File: src/rtl/id_ex_stage_64_pkg.sv
`default_nettype none
// id_ex_stage_64_pkg: widths, register/ALUOp encodings and stage records shared by the ID/EX slice.
// Rev 1.0 - initial release. Build option: ID_EX_FORWARDING_EN (see id_ex_stage_64).
package id_ex_stage_64_pkg;
    localparam int XLEN       = 64;
    localparam int REG_ADDR_W = 5;

    typedef logic [REG_ADDR_W-1:0] reg_addr_t;
    typedef logic [XLEN-1:0]       xword_t;

    localparam reg_addr_t  REG_X0      = '0;
    localparam logic [1:0] ALUOP_LD_SD = 2'b00;
    localparam logic [1:0] ALUOP_BEQ   = 2'b01;
    localparam logic [1:0] ALUOP_RTYPE = 2'b10;

    // One write-back source (EX/MEM or MEM/WB) as seen by the forwarding muxes
    typedef struct packed {
        reg_addr_t rd;
        logic      reg_write;
        xword_t    result;
    } wb_bus_t;

    typedef struct packed {
        xword_t      rs1_data;
        xword_t      rs2_data;
        xword_t      imm;
        reg_addr_t   rs1_addr;
        reg_addr_t   rs2_addr;
        reg_addr_t   rd;
        logic        alu_src;
        logic        alu_op1;
        logic        alu_op0;
        logic [6:0]  funct7;
        logic [2:0]  funct3;
        logic        reg_write;
        logic        mem_read;
        logic        mem_write;
        logic        branch;
    } stage_t;

    // x0 is hard-wired to zero, so a write to it never matches a source
    function automatic logic reg_hit(input reg_addr_t rd, input logic we, input reg_addr_t src);
        return we && (rd != REG_X0) && (rd == src);
    endfunction
endpackage
`default_nettype wire

File: src/rtl/id_ex_stage_64_if.sv
`default_nettype none
// id_ex_stage_64_if: decode-side inputs, forwarding bus and ALU-side outputs of the ID/EX stage.
// Rev 1.0 - initial release.
interface id_ex_stage_64_if;
    import id_ex_stage_64_pkg::*;

    logic       in_valid;
    logic       in_ready;
    xword_t     rs1_data;
    xword_t     rs2_data;
    reg_addr_t  rs1_addr;
    reg_addr_t  rs2_addr;
    reg_addr_t  rd_addr;
    xword_t     imm;
    logic       alu_src;
    logic       alu_op1;
    logic       alu_op0;
    logic [6:0] funct7;
    logic [2:0] funct3;
    logic       reg_write;
    logic       mem_read;
    logic       mem_write;
    logic       branch;
    logic       flush;
    logic       ex_ready;
    reg_addr_t  exmem_rd;
    logic       exmem_reg_write;
    xword_t     exmem_result;
    reg_addr_t  memwb_rd;
    logic       memwb_reg_write;
    xword_t     memwb_result;
    logic       out_valid;
    xword_t     A;
    xword_t     B;
    xword_t     store_data;
    logic       ALUOp1;
    logic       ALUOp0;
    logic [6:0] out_funct7;
    logic [2:0] out_funct3;
    reg_addr_t  out_rd;
    logic       out_reg_write;
    logic       out_mem_read;
    logic       out_mem_write;
    logic       out_branch;

    modport master (
        output in_valid, rs1_data, rs2_data, rs1_addr, rs2_addr, rd_addr, imm, alu_src,
               alu_op1, alu_op0, funct7, funct3, reg_write, mem_read, mem_write, branch,
               flush, ex_ready, exmem_rd, exmem_reg_write, exmem_result,
               memwb_rd, memwb_reg_write, memwb_result,
        input  in_ready, out_valid, A, B, store_data, ALUOp1, ALUOp0, out_funct7,
               out_funct3, out_rd, out_reg_write, out_mem_read, out_mem_write, out_branch
    );

    modport slave (
        input  in_valid, rs1_data, rs2_data, rs1_addr, rs2_addr, rd_addr, imm, alu_src,
               alu_op1, alu_op0, funct7, funct3, reg_write, mem_read, mem_write, branch,
               flush, ex_ready, exmem_rd, exmem_reg_write, exmem_result,
               memwb_rd, memwb_reg_write, memwb_result,
        output in_ready, out_valid, A, B, store_data, ALUOp1, ALUOp0, out_funct7,
               out_funct3, out_rd, out_reg_write, out_mem_read, out_mem_write, out_branch
    );
endinterface
`default_nettype wire

File: src/rtl/forward_mux_64.sv
`default_nettype none
// forward_mux_64: picks the newest value of one source register; EX/MEM beats MEM/WB beats regfile.
// Rev 1.0 - initial release.
module forward_mux_64
    import id_ex_stage_64_pkg::*;
(
    input  wire reg_addr_t src,
    input  wire xword_t    reg_data,
    input  wire wb_bus_t   exmem,
    input  wire wb_bus_t   memwb,
    output xword_t         data
);
    always_comb begin
        data = reg_data;
        if (reg_hit(exmem.rd, exmem.reg_write, src)) begin
            data = exmem.result;
        end else if (reg_hit(memwb.rd, memwb.reg_write, src)) begin
            data = memwb.result;
        end
    end
endmodule
`default_nettype wire

File: src/rtl/id_ex_stage_64.sv
`default_nettype none
// id_ex_stage_64: ID/EX pipeline register feeding ALU_unit_64, with operand forwarding and hazard stall.
// Rev 1.0 - initial release. Define ID_EX_FORWARDING_EN for forwarding + load-use interlock;
// otherwise any RAW against EX or EX/MEM stalls until the write reaches the write-through regfile.
module id_ex_stage_64
    import id_ex_stage_64_pkg::*;
(
    input  wire logic       clk,
    input  wire logic       rst_n,
    id_ex_stage_64_if.slave bus
);
    stage_t r_stage;
    logic   r_valid;
    stage_t w_in;
    logic   w_stall;
    logic   w_in_ready;
    logic   w_fire;
    xword_t w_rs1_val;
    xword_t w_rs2_val;

    assign w_in = '{rs1_data: bus.rs1_data, rs2_data: bus.rs2_data, imm: bus.imm,
                    rs1_addr: bus.rs1_addr, rs2_addr: bus.rs2_addr, rd: bus.rd_addr,
                    alu_src: bus.alu_src, alu_op1: bus.alu_op1, alu_op0: bus.alu_op0,
                    funct7: bus.funct7, funct3: bus.funct3, reg_write: bus.reg_write,
                    mem_read: bus.mem_read, mem_write: bus.mem_write, branch: bus.branch};

`ifdef ID_EX_FORWARDING_EN
    wb_bus_t w_exmem;
    wb_bus_t w_memwb;
    logic    w_rs2_used;

    assign w_exmem = '{rd: bus.exmem_rd, reg_write: bus.exmem_reg_write, result: bus.exmem_result};
    assign w_memwb = '{rd: bus.memwb_rd, reg_write: bus.memwb_reg_write, result: bus.memwb_result};

    // Stores read rs2 as data even though B takes the immediate
    assign w_rs2_used = !bus.alu_src || bus.mem_write;
    assign w_stall    = r_valid && r_stage.mem_read && bus.in_valid &&
                        (reg_hit(r_stage.rd, 1'b1, bus.rs1_addr) ||
                         (w_rs2_used && reg_hit(r_stage.rd, 1'b1, bus.rs2_addr)));

    forward_mux_64 u_fwd_rs1 (
        .src      (r_stage.rs1_addr),
        .reg_data (r_stage.rs1_data),
        .exmem    (w_exmem),
        .memwb    (w_memwb),
        .data     (w_rs1_val)
    );

    forward_mux_64 u_fwd_rs2 (
        .src      (r_stage.rs2_addr),
        .reg_data (r_stage.rs2_data),
        .exmem    (w_exmem),
        .memwb    (w_memwb),
        .data     (w_rs2_val)
    );
`else
    logic w_raw_rs1;
    logic w_raw_rs2;
    logic unused_fwd;

    // MEM/WB is absent here: the regfile writes through, so that value is already on rsX_data
    assign w_raw_rs1 = reg_hit(r_stage.rd, r_valid && r_stage.reg_write, bus.rs1_addr) ||
                       reg_hit(bus.exmem_rd, bus.exmem_reg_write, bus.rs1_addr);
    assign w_raw_rs2 = reg_hit(r_stage.rd, r_valid && r_stage.reg_write, bus.rs2_addr) ||
                       reg_hit(bus.exmem_rd, bus.exmem_reg_write, bus.rs2_addr);
    assign w_stall   = bus.in_valid && (w_raw_rs1 || w_raw_rs2);
    assign w_rs1_val = r_stage.rs1_data;
    assign w_rs2_val = r_stage.rs2_data;

    assign unused_fwd = ^{bus.exmem_result, bus.memwb_rd, bus.memwb_reg_write, bus.memwb_result,
                          r_stage.rs1_addr, r_stage.rs2_addr};
`endif

    assign w_in_ready = (!r_valid || bus.ex_ready) && !w_stall && !bus.flush;
    assign w_fire     = bus.in_valid && w_in_ready;

    always_ff @(posedge clk or negedge rst_n) begin
        if (!rst_n) begin
            r_valid <= 1'b0;
            r_stage <= '0;
        end else if (bus.flush) begin
            r_valid <= 1'b0;
        end else if (w_fire) begin
            r_valid <= 1'b1;
            r_stage <= w_in;
        end else if (bus.ex_ready) begin
            r_valid <= 1'b0;
        end
    end

    assign bus.in_ready      = w_in_ready;
    assign bus.out_valid     = r_valid;
    assign bus.A             = w_rs1_val;
    assign bus.store_data    = w_rs2_val;
    assign bus.B             = r_stage.alu_src ? r_stage.imm : w_rs2_val;
    assign bus.ALUOp1        = r_stage.alu_op1;
    assign bus.ALUOp0        = r_stage.alu_op0;
    assign bus.out_funct7    = r_stage.funct7;
    assign bus.out_funct3    = r_stage.funct3;
    assign bus.out_rd        = r_stage.rd;
    assign bus.out_reg_write = r_stage.reg_write;
    assign bus.out_mem_read  = r_stage.mem_read;
    assign bus.out_mem_write = r_stage.mem_write;
    assign bus.out_branch    = r_stage.branch;
endmodule
`default_nettype wire
File: src/flat_wrapper.sv
// flat-port wrapper written by rule: the top's interface ports become plain ports
module id_ex_stage_64_flat import id_ex_stage_64_pkg::*;
  (clk, rst_n, bus_in_valid, bus_rs1_data, bus_rs2_data, bus_rs1_addr, bus_rs2_addr, bus_rd_addr, bus_imm, bus_alu_src, bus_alu_op1, bus_alu_op0, bus_funct7, bus_funct3, bus_reg_write, bus_mem_read, bus_mem_write, bus_branch, bus_flush, bus_ex_ready, bus_exmem_rd, bus_exmem_reg_write, bus_exmem_result, bus_memwb_rd, bus_memwb_reg_write, bus_memwb_result, bus_in_ready, bus_out_valid, bus_A, bus_B, bus_store_data, bus_ALUOp1, bus_ALUOp0, bus_out_funct7, bus_out_funct3, bus_out_rd, bus_out_reg_write, bus_out_mem_read, bus_out_mem_write, bus_out_branch);
  id_ex_stage_64_if bus_i ();
  input  wire logic clk;
  input  wire logic rst_n;
  input wire logic [$bits(bus_i.in_valid)-1:0] bus_in_valid;
  input wire logic [$bits(bus_i.rs1_data)-1:0] bus_rs1_data;
  input wire logic [$bits(bus_i.rs2_data)-1:0] bus_rs2_data;
  input wire logic [$bits(bus_i.rs1_addr)-1:0] bus_rs1_addr;
  input wire logic [$bits(bus_i.rs2_addr)-1:0] bus_rs2_addr;
  input wire logic [$bits(bus_i.rd_addr)-1:0] bus_rd_addr;
  input wire logic [$bits(bus_i.imm)-1:0] bus_imm;
  input wire logic [$bits(bus_i.alu_src)-1:0] bus_alu_src;
  input wire logic [$bits(bus_i.alu_op1)-1:0] bus_alu_op1;
  input wire logic [$bits(bus_i.alu_op0)-1:0] bus_alu_op0;
  input wire logic [$bits(bus_i.funct7)-1:0] bus_funct7;
  input wire logic [$bits(bus_i.funct3)-1:0] bus_funct3;
  input wire logic [$bits(bus_i.reg_write)-1:0] bus_reg_write;
  input wire logic [$bits(bus_i.mem_read)-1:0] bus_mem_read;
  input wire logic [$bits(bus_i.mem_write)-1:0] bus_mem_write;
  input wire logic [$bits(bus_i.branch)-1:0] bus_branch;
  input wire logic [$bits(bus_i.flush)-1:0] bus_flush;
  input wire logic [$bits(bus_i.ex_ready)-1:0] bus_ex_ready;
  input wire logic [$bits(bus_i.exmem_rd)-1:0] bus_exmem_rd;
  input wire logic [$bits(bus_i.exmem_reg_write)-1:0] bus_exmem_reg_write;
  input wire logic [$bits(bus_i.exmem_result)-1:0] bus_exmem_result;
  input wire logic [$bits(bus_i.memwb_rd)-1:0] bus_memwb_rd;
  input wire logic [$bits(bus_i.memwb_reg_write)-1:0] bus_memwb_reg_write;
  input wire logic [$bits(bus_i.memwb_result)-1:0] bus_memwb_result;
  output wire logic [$bits(bus_i.in_ready)-1:0] bus_in_ready;
  output wire logic [$bits(bus_i.out_valid)-1:0] bus_out_valid;
  output wire logic [$bits(bus_i.A)-1:0] bus_A;
  output wire logic [$bits(bus_i.B)-1:0] bus_B;
  output wire logic [$bits(bus_i.store_data)-1:0] bus_store_data;
  output wire logic [$bits(bus_i.ALUOp1)-1:0] bus_ALUOp1;
  output wire logic [$bits(bus_i.ALUOp0)-1:0] bus_ALUOp0;
  output wire logic [$bits(bus_i.out_funct7)-1:0] bus_out_funct7;
  output wire logic [$bits(bus_i.out_funct3)-1:0] bus_out_funct3;
  output wire logic [$bits(bus_i.out_rd)-1:0] bus_out_rd;
  output wire logic [$bits(bus_i.out_reg_write)-1:0] bus_out_reg_write;
  output wire logic [$bits(bus_i.out_mem_read)-1:0] bus_out_mem_read;
  output wire logic [$bits(bus_i.out_mem_write)-1:0] bus_out_mem_write;
  output wire logic [$bits(bus_i.out_branch)-1:0] bus_out_branch;
  assign bus_i.in_valid = bus_in_valid;
  assign bus_i.rs1_data = bus_rs1_data;
  assign bus_i.rs2_data = bus_rs2_data;
  assign bus_i.rs1_addr = bus_rs1_addr;
  assign bus_i.rs2_addr = bus_rs2_addr;
  assign bus_i.rd_addr = bus_rd_addr;
  assign bus_i.imm = bus_imm;
  assign bus_i.alu_src = bus_alu_src;
  assign bus_i.alu_op1 = bus_alu_op1;
  assign bus_i.alu_op0 = bus_alu_op0;
  assign bus_i.funct7 = bus_funct7;
  assign bus_i.funct3 = bus_funct3;
  assign bus_i.reg_write = bus_reg_write;
  assign bus_i.mem_read = bus_mem_read;
  assign bus_i.mem_write = bus_mem_write;
  assign bus_i.branch = bus_branch;
  assign bus_i.flush = bus_flush;
  assign bus_i.ex_ready = bus_ex_ready;
  assign bus_i.exmem_rd = bus_exmem_rd;
  assign bus_i.exmem_reg_write = bus_exmem_reg_write;
  assign bus_i.exmem_result = bus_exmem_result;
  assign bus_i.memwb_rd = bus_memwb_rd;
  assign bus_i.memwb_reg_write = bus_memwb_reg_write;
  assign bus_i.memwb_result = bus_memwb_result;
  assign bus_in_ready = bus_i.in_ready;
  assign bus_out_valid = bus_i.out_valid;
  assign bus_A = bus_i.A;
  assign bus_B = bus_i.B;
  assign bus_store_data = bus_i.store_data;
  assign bus_ALUOp1 = bus_i.ALUOp1;
  assign bus_ALUOp0 = bus_i.ALUOp0;
  assign bus_out_funct7 = bus_i.out_funct7;
  assign bus_out_funct3 = bus_i.out_funct3;
  assign bus_out_rd = bus_i.out_rd;
  assign bus_out_reg_write = bus_i.out_reg_write;
  assign bus_out_mem_read = bus_i.out_mem_read;
  assign bus_out_mem_write = bus_i.out_mem_write;
  assign bus_out_branch = bus_i.out_branch;
  id_ex_stage_64 u_core (.clk(clk), .rst_n(rst_n), .bus(bus_i));
endmodule
File: config.mk
export PLATFORM = sky130hd
export DESIGN_NAME = id_ex_stage_64_flat
export DESIGN_NICKNAME = d
export VERILOG_FILES = /design/src/rtl/id_ex_stage_64_pkg.sv /design/src/rtl/id_ex_stage_64_if.sv /design/src/rtl/forward_mux_64.sv /design/src/rtl/id_ex_stage_64.sv /design/src/flat_wrapper.sv
export SDC_FILE = /design/constraint.sdc
export NUM_CORES = 1
export LEC_CHECK = 0
export BUFFER_PORTS_ARGS = -buffer_cell sky130_fd_sc_hd__buf_2
export CORE_AREA = 3 3 227 229
export CTS_BUF_LIST = sky130_fd_sc_hd__clkbuf_2
export DETAILED_ROUTE_END_ITERATION = 16
export DIE_AREA = 0 0 230 232
export GPL_TIMING_DRIVEN = 0
export HOLD_SLACK_MARGIN = 0.1
export PLACE_DENSITY = 0.43
export REMOVE_ABC_BUFFERS = 1
export SYNTH_ARGS = -nofsm -noshare
export SYNTH_HDL_FRONTEND = slang
export SYNTH_SLANG_ARGS = --single-unit
File: constraint.sdc
create_clock -name clk -period 2.85 [get_ports clk]
set_input_delay 0.4275 -clock clk [delete_from_list [all_inputs] [get_ports clk]]
set_output_delay 0.4275 -clock clk [all_outputs]
set_load 0.02 [all_outputs]
==> results_dict.tcl, run 1 <==
set metrics [dict create \
    status "aborted with a tool error" \
    haltStage "4_1_cts" \
    flow.first_error "[ERROR RSZ-0060] Max buffer count reached." \
    ys_seq_elements 215 \
    htreeDepth 3 \
    io_pins 584 \
    clock_sinks 215 \
    synth_area_leader_cell "dfrtp_1" \
    postSynthAreaPerCell_um2 14.4 \
    ys_top_cells_by_area "dfrtp_1 53%, mux2_2 19%, mux2_1 11%, buf_4 11%, xor2_1 1.7%" \
    synth_area_mm2 0.0102 \
    cts_resized 71 \
    postCtsSetupBuffers 11 \
    seq_area_frac_synth_pct 52.8 \
    die_y_um 232 \
    yosys_warnings 0 \
    clk_path_buf_depth 3 \
    ys_types 22 \
    synthCells 709 \
    port-buffer-count 449 \
    cts_hold_buf 359 \
    clockRootBuffer "clkbuf_2" \
    cts_buffers 66 \
    start_util_pct 20.4 \
    gp_congestion 0.866 \
    num_rows 82 \
    synth_top_area_share_pct 52.8 \
    dp_hpwl_um 22300 \
    fp.dieW_um 230 \
]
cell families after synthesis:
group	synth area share (%)
DFF	52.8
and+or+nand+nor	0.552
muxes	30.7
buffers and inverters	13.5
AOI/OAI and AO/OA	0.699
xor gates and xnor gates	1.72
cell usage after synthesis:
library cell / n
a21boi_0: 1
a21oi_1: 1
a22oi_1: 2
a31o_2: 1
and2_1: 1
buf_2: 6
buf_4: 143
buf_6: 7
buf_8: 11
clkbuf_1: 7
dfrtp_1: 215
inv_1: 2
mux2_1: 102
mux2_2: 176
nor2_1: 4
nor3_1: 4
o211ai_2: 1
o21ai_1: 1
o221a_2: 1
o22ai_1: 1
or4_1: 2
xor2_1: 20
through the flow:
step	setup WS, ps	util [%]	TNS (ps)	std cells	instance area, um^2
after floorplan	-1880	-	-394560	535	8820
after global placement	-3770	23.9	-1454120	1656	11900
after detailed placement	-263	24.3	-23920	1663	12100
==> run 2, diff against run 1 <==
- CORE_AREA: 3 3 227 229 -> default
- CORE_MARGIN: default -> 3
- CORE_UTILIZATION: default -> 20
- CTS_BUF_LIST: sky130_fd_sc_hd__clkbuf_2 -> default
- DIE_AREA: 0 0 230 232 -> default
- HOLD_SLACK_MARGIN: 0.1 -> default
- PLACE_DENSITY: 0.43 -> default
- PLACE_DENSITY_LB_ADDON: default -> 0.15
==> run 2 against run 1 <==
The flow now finishes without violations. Synthesized cell count unchanged. Area after synthesis unchanged.
==> results_dict.tcl, run 2 <==
set metrics [dict create \
    drcViolationCount 0 \
    clkTransAtPathRegs_ps 60 \
    ys_async_sr_fraction_pct 100 \
    power_density_mw_per_mm2 814 \
    ys_top_cells_by_area "dfrtp_1 53%, mux2_2 19%, mux2_1 11%, buf_4 11%, xor2_1 1.7%" \
    worstPathRequired_ps 3290 \
    rrSetupSlack_ps 170 \
    startpoint_type "flop" \
    yosys_warnings 0 \
    stdcell_area_mm2 0.0131 \
    grt_max_degree 104 \
    fin_skew_ps 9.93 \
    nets 1395 \
    placed_cell_area_mm2 0.0121 \
    cp-end-kind "flop" \
    clockRootBuffer "clkbuf_16" \
    drv_cap 0 \
    status "completed" \
    dp_hpwl_um 21800 \
    synthCells 709 \
    seq_area_frac_synth_pct 52.8 \
    seqPwrFrac_pct 37.9 \
    synth_common_cells "215 x dfrtp_1, 176 x mux2_2, 143 x buf_4" \
    gp_congestion 0.734 \
    pwr-share-comb_pct 28.9 \
    start_util_pct 20.3 \
    p_leak_nw 6.09 \
    holdCritPathClass "in2reg" \
    htreeDepth 1 \
    ir_worst_vdd_mv 0.520 \
    cts_buffers 29 \
    dp.cells 1663 \
    antenna_found_initial 14 \
    clock_sinks 215 \
    worst_slew_pin_slew_ps 661 \
    slew_violations 0 \
    slew_headroom_pct 55.9 \
    crit_fanout 55 \
    die_y_um 232 \
    worstHoldPathCells 2 \
    critical-path-max-stage-delay_ps 540 \
    port-buffer-count 449 \
    final_util_pct 26.1 \
    core_area_mm2 0.0503 \
    num_rows 82 \
    min_period_ps 2680 \
    drt_iter0_drc 164 \
    drive_above_1_share_pct 65.3 \
    vias 6485 \
    ant_nets 0 \
    fp.dieW_um 232 \
    wl_per_cell_um 17.0 \
    dr.pass1.iters 4 \
    slowest_stage "or4_1" \
    holdWs_ps 85.8 \
    fill_cells 5366 \
    grt.total_usage_pct 10.4 \
    stdcell_count 1723 \
    crit_type "reg2reg" \
    cp_cell_sequence "or4_1 > o211ai_2 > o221a_4 > buf_16 > buf_16 > mux2_2" \
    ys_seq_elements 215 \
    mostFrequentLayoutCells "448 x buf_2, 214 x dfrtp_1, 176 x mux2_2" \
    grt_pass1_wl_um 43500 \
    seq_area_mm2 0.00538 \
    switchingPower_mw 3.53 \
    synth_top_area_share_pct 52.8 \
    largest_reg_flops 65 \
    path_depth 6 \
    p_int_mw 7.13 \
    reg2reg_depth 6 \
    clk_path_buf_depth 3 \
    largest_register "u_core.r_stage" \
    areaGrowthSynthToFinish_pct 28.5 \
    grt_overflow_total 0 \
    cpMostUsedCell "buf_16" \
    rsz0062_at_grt "no" \
    io_pins 584 \
    final_common_cell "buf_2" \
    vias_per_cell 3.76 \
    synth_edf_count 0 \
    crit_family "buffers and inverters" \
    postSynthAreaPerCell_um2 14.4 \
    grt_pass1_vias 6980 \
    clk_latency_ps 550 \
    ys_types 22 \
    yosysMostFrequentCell "dfrtp_1" \
    clkPwrFrac_pct 33.2 \
    setup_tns_ps 0 \
    fin_crit_sh_pct 94.2 \
    fmax_mhz 373 \
    multi_input_area_mm2 0.00345 \
    cp.arrival_ps 3120 \
    swShare_pct 33.1 \
    die_area_mm2 0.0537 \
    final-hold-violation-count 0 \
    routed_wl_um 29300 \
    ys.flop_type "dfrtp_1" \
    critPathBufInv 2 \
    synth_area_leader_cell "dfrtp_1" \
    setup_viol 0 \
    cts_tree "done" \
    synth_area_mm2 0.0102 \
]
[run 2: cell counts after synthesis]
No cell type changed its count.
[run 2: power by group through the flow]
stage | combinational (mW) | sequential [mW] | clock [mW]
2_1_floorplan | 1.34 | 4.58 | 0
3_3_place_gp | 3.12 | 4.14 | 0
3_5_place_dp | 3.14 | 4.11 | 0
4_1_cts | 3.16 | 4.06 | 3.71
5_1_grt | 3.32 | 4.14 | 3.82
6_report | 3.09 | 4.04 | 3.54
[run 2: area by class of cell]
cell class	count	share of cell area [%]
flip-flops and latches	215	41.1
multi-input cells	319	26.4
repair buffers	459	18.8
clock buffers	47	6.90
well taps	672	6.42
clock inverters	4	0.229
diodes	5	0.0955
inverters	2	0.0573
[run 2: path summary, 6_finish.rpt]
| path | start | to |
|---|---|---|
| max in group asynchronous | rst_n | u_core.bus.A[53] |
| worst max-delay path | u_core.bus.out_rd[3] | u_core.r_stage[67] |
| worst max register to register | u_core.bus.out_rd[3] | u_core.r_stage[67] |
| worst min-delay path | bus_rs1_data[56] | u_core.bus.A[56] |
| min in group asynchronous | rst_n | u_core.bus.A[25] |
| worst min register to register | u_core.bus.A[56] | u_core.bus.A[56] |
[run 2: per-stage QoR]
stage                     setup WS [ps]  power (mW)
final                               166        10.7
after detailed placement           -301        7.25
after global placement            -3940        7.26
after global routing               27.5        11.3
after floorplan                   -1880        5.92
after CTS                           117        10.9
[run 2: cell families after synthesis]
logic type / share of synthesized area [%]
AO/OA/AOI/OAI: 0.699
multiplexers: 30.7
flip-flops: 52.8
AND/OR/NAND/NOR: 0.552
XOR/XNOR: 1.72
buffers and inverters: 13.5
[run 2: timing repair]
action / CTS / global route
cloned: 1 / 0
hold buffers: 1 / 0
endpoints found under the setup margin: 89 / 1
resized for setup: 0 / 1
buffers inserted: 2 / 0
hold endpoints to repair: 22 / 0
[run 2: metal layers]
layer | wire length (um) | track usage (%)
met1 | 12200 | 13.1
met2 | 13400 | 16.4
met3 | 3010 | 4.50
met4 | 610 | 2.30
met5 | 91 | 0
Power figures use the tool's default switching activity.
